[src/rtl/opti_sos_sched.sv]
// Sequencer for a time-multiplexed biquad cascade.
// Drives the coefficient ROM, the shared MAC and the section state memory.
module opti_sos_sched #(
    parameter int NSEC  = 4,
    parameter int SEC_W = 2
) (
    input  logic             clk,
    input  logic             rst_n,
    input  logic             in_valid,
    output logic             in_ready,
    input  logic             flush,
    output logic             state_clr,
    output logic [SEC_W-1:0] sos_idx,
    output logic [2:0]       mac_sel,
    output logic             mac_en,
    output logic             mac_clr,
    output logic             state_we,
    output logic             out_valid,
    input  logic             out_ready,
    output logic             busy
);

    typedef enum logic [1:0] {
        S_IDLE,
        S_MAC,
        S_WB,
        S_DONE
    } state_t;

    localparam logic [SEC_W-1:0] LAST_SEC = SEC_W'(NSEC - 1);
    localparam logic [2:0]       LAST_OP  = 3'd4;

    state_t           r_state;
    state_t           w_state_nxt;
    logic [SEC_W-1:0] r_sec;
    logic [SEC_W-1:0] w_sec_nxt;
    logic [2:0]       r_step;
    logic [2:0]       w_step_nxt;

    always_ff @(posedge clk) begin
        if (!rst_n) begin
            r_state <= S_IDLE;
            r_sec   <= '0;
            r_step  <= '0;
        end else begin
            r_state <= w_state_nxt;
            r_sec   <= w_sec_nxt;
            r_step  <= w_step_nxt;
        end
    end

    always_comb begin
        w_state_nxt = r_state;
        w_sec_nxt   = r_sec;
        w_step_nxt  = r_step;
        unique case (r_state)
            S_IDLE: begin
                // flush wins over a simultaneous sample
                if (!flush && in_valid) begin
                    w_state_nxt = S_MAC;
                    w_sec_nxt   = '0;
                    w_step_nxt  = '0;
                end
            end
            S_MAC: begin
                if (r_step == LAST_OP) begin
                    w_state_nxt = S_WB;
                    w_step_nxt  = '0;
                end else begin
                    w_step_nxt = r_step + 3'd1;
                end
            end
            S_WB: begin
                if (r_sec == LAST_SEC) begin
                    w_state_nxt = S_DONE;
                end else begin
                    w_state_nxt = S_MAC;
                    w_sec_nxt   = r_sec + 1'b1;
                end
            end
            S_DONE: begin
                if (out_ready) begin
                    w_state_nxt = S_IDLE;
                end
            end
            default: w_state_nxt = S_IDLE;
        endcase
    end

    always_comb begin
        in_ready  = 1'b0;
        state_clr = 1'b0;
        sos_idx   = r_sec;
        mac_sel   = r_step;
        mac_en    = 1'b0;
        mac_clr   = 1'b0;
        state_we  = 1'b0;
        out_valid = 1'b0;
        busy      = 1'b1;
        unique case (r_state)
            S_IDLE: begin
                busy      = 1'b0;
                in_ready  = !flush;
                state_clr = flush;
            end
            S_MAC: begin
                mac_en  = 1'b1;
                mac_clr = (r_step == 3'd0);
            end
            S_WB: begin
                state_we = 1'b1;
            end
            S_DONE: begin
                out_valid = 1'b1;
                sos_idx   = LAST_SEC;
            end
            default: busy = 1'b1;
        endcase
    end

endmodule

[config.mk]
export PLATFORM = sky130hd
export DESIGN_NAME = opti_sos_sched
export DESIGN_NICKNAME = d
export VERILOG_FILES = /design/src/rtl/opti_sos_sched.sv
export SDC_FILE = /design/constraint.sdc
export NUM_CORES = 1
export LEC_CHECK = 0
export CORE_AREA = 2 2 39 41
export CTS_CLUSTER_SIZE = 24
export DETAILED_ROUTE_END_ITERATION = 16
export DIE_AREA = 0 0 41 43
export PLACE_DENSITY_LB_ADDON = 0.05
export SYNTH_ARGS = -nofsm -noshare
export SYNTH_HDL_FRONTEND = slang
export SYNTH_SLANG_ARGS = --single-unit
[constraint.sdc]
create_clock -name clk -period 3.52 [get_ports clk]
set_clock_uncertainty 0.15 [all_clocks]
set_input_delay 0.352 -clock clk [delete_from_list [all_inputs] [get_ports clk]]
set_output_delay 0.352 -clock clk [all_outputs]
set_load 0.01 [all_outputs]
==> impl_results.md <==
* DRT antenna net count at 0
* Max frequency at about 440 MHz
* CP Cell Sequence: inv_1 > nor2_1 > or2_2 > clkdlybuf4s50_1
* DP Area at 608 µm²
* Clk slew on worst S/H paths at 0.06 ns
* Final Hold Viols at 0
* Worst slew pin tran at 0.396 ns
* Die Wd at 41 µm
* Synth warn at 0
* DRC violations left at 0
* Hold_ws at 0.374 ns
* Setup bufs post-CTS at 0
* N_diodes at 0
* Area grow syn2layout at 42.8%
* Multi-input logic area at about 270 µm²
* # fillers at 145
* Total CTS buffers at 3
* Total Neg Setup Slack at 0 ns
* Post-synthesis net count at 63
* Largest net degree at the start of global routing at 12
* Yosys cell types at 27
* PortBufs at 16
* Max incr delay on CP at 0.56 ns
* Max-slew violations at 0
* DRT Wirelength at 999 µm
* Slew headroom at 73.6%
* H-tree levels at 1
* Die area at 1760 µm²
* Crit path launch type: flop
* Total track usage at 14.6%
* Vias at 455
* Final min period at 2.26 ns
* Crit path max fanout at 11
* #FFs+latches synth at 7
* Fraction of layout cells with a size suffix above 1 at 8.22%
* Total grt overflow at 0
* Post-layout instance area at 634 µm²
* Hold_buf cts at 0
* DR iter-0 viols at 5
* Setup crit end kind: output port
* Vias in the first global route at around 400
* Maximum VDD drop at 0.175 mV
* Avg Inst Size Synth at 8.08 µm²
* Syn Inst Count at 55
* Clock Tree Root: clkbuf_4
* Power Density at between 300 and 400 nW/µm²
* Clk_lat worst skew at 0.25 ns
* Vias per Instance at 5.11
* Final setup violation count at 0
* Unrepaired setup endpoints after global routing: false
* Die Ht at around 43 µm
* Sequential share of the synthesized area at between 30% and 40%
* Final HPWL DP at between 700 and 800 µm
* Leakage at 0.249 nW
* Final nets at between 80 and 90
* Max capacitance violation total at 0
* Ratio of final minimum period to clock period at ~64%
* Worst Path Required at 3.02 ns
* Register area at between 100 and 150 µm²
* I/O pin count at 17
* Slowest CP cell: dfxtp_1
* Worst Path Arrival at roughly 1.8 ns
* FP Rows at 14
* Setup CP Type: flop to output port
* Pre-antenna DRT Iters at 2
* Final Wtd Congestion at about 0.68
* Status: completed
* Resized Gates After CTS at 0
* Initial antenna violation count at 0
* Routed len/inst at 11.2 µm
* Worst hold path class: flop to flop
* Power Total at 0.194 mW
* Core Region at 1380 µm²
* TritonCTS Sinks at 7
* TritonCTS clock tree: done
* Starting density of the core at 32.1%
* Synth Cell Area at 444 µm²
* Global-route wire length before repair at 1.75 mm
* Clock buffer depth at 2
## cell families (layout without fill, tap and decap cells)
family                   after synthesis  in the layout  share of synthesized area, %
AND/OR/NAND/NOR                       21             21                          27.3
AO/OA/AOI/OAI                         16             16                          23.9
adder cells (fa/ha/maj)                3              3                          8.45
buffers and inverters                  8             26                          8.73
flip-flops                             7              7                          31.5
## worst paths after layout
kind	from	endpoint	slack (ns)	cells past startpoint
setup / recovery	r_state[0]$_SDFFE_PN0P_	sos_idx[1]	1.26	4
hold / removal	mac_sel[1]$_SDFFE_PN0P_	mac_sel[1]$_SDFFE_PN0P_	0.37	2
hold reg to reg	mac_sel[1]$_SDFFE_PN0P_	mac_sel[1]$_SDFFE_PN0P_	0.37	2
setup reg to reg	mac_sel[0]$_SDFFE_PN0P_	mac_sel[2]$_SDFFE_PN0P_	2.00	4
## sequential cells by signal, summed over array words and instances, names as in the netlist
signal and count:
r_sec 2, r_state 2, mac_sel 3
## critical path: cells and delay by family, from the launching register on
kind | cells | cell delay [ns]
buf+inv | 2 | 0.67
simple gates | 2 | 0.29
flops | 1 | 0.56
## routing by layer
layer / up-vias / wire, µm / GRT usage [%]
met3: 2 / 40 / 4.71
li1: 234 / - / -
met5: - / 0 / 0
met4: 0 / 9 / 6.00
met2: 10 / 476 / 21.6
met1: 209 / 472 / 19.0
## power breakdown
part           internal, mW  total (mW)  switching [mW]
logic                0.0195      0.0357          0.0162
registers            0.0813      0.0847         0.00340
clock network        0.0433      0.0739          0.0305
total                 0.144       0.194          0.0502
## synthesized netlist by cell type, drive strengths merged
cell    n  area (µm²)
o32ai   1        8.76
a211oi  1        7.51
ha      3        37.5
nand4   1        6.26
a31oi   1        6.26
or2     2        12.5
o31ai   2        15.0
dfxtp   7         140
inv     6        22.5
a21oi   6        30.0
buf     2        16.3
o211ai  1        7.51
nand2b  2        20.0
nand2   3        11.3
nor2    5        18.8
nand3   2        10.0
and3    1        6.26
a311oi  1        8.76
o21a    2        15.0
nor3b   1        7.51
a21boi  1        7.51
or3     1        6.26
nor3    1        5.00
nor4bb  1        10.0
or2b    1        7.51
## area by class of cell
cell class                      count  share of cell area (%)
Clock buffer                        4                    4.14
Inverter                            6                    3.55
Multi-Input combinational cell     40                    41.8
Sequential cell                     7                    22.1
Tap cell                           16                    3.16
Timing Repair Buffer               16                    25.2
## layout by cell type, fill, tap and decap left out, drive strengths merged
cell type,count
clkdlybuf4s50,16
dfxtp,7
inv,6
a21oi,6
nor2,5
clkbuf,4
nand2,3
ha,3
or2,2
nand3,2
o31ai,2
o21a,2
nand2b,2
nor3b,1
and3,1
or2b,1
o211ai,1
nor4bb,1
nand4,1
nor3,1
o32ai,1
a21boi,1
a31oi,1
or3,1
a311oi,1
a211oi,1
## through the flow
stage	std cells	worst slack [ns]	utilization [%]
after floorplan	55	2.00	-
after global placement	85	1.47	43.9
after detailed placement	85	1.49	43.9
after CTS	89	1.24	45.8
after global routing	89	1.08	45.8
final	89	1.26	45.8
Note: power is estimated with default switching activity, not from simulation.
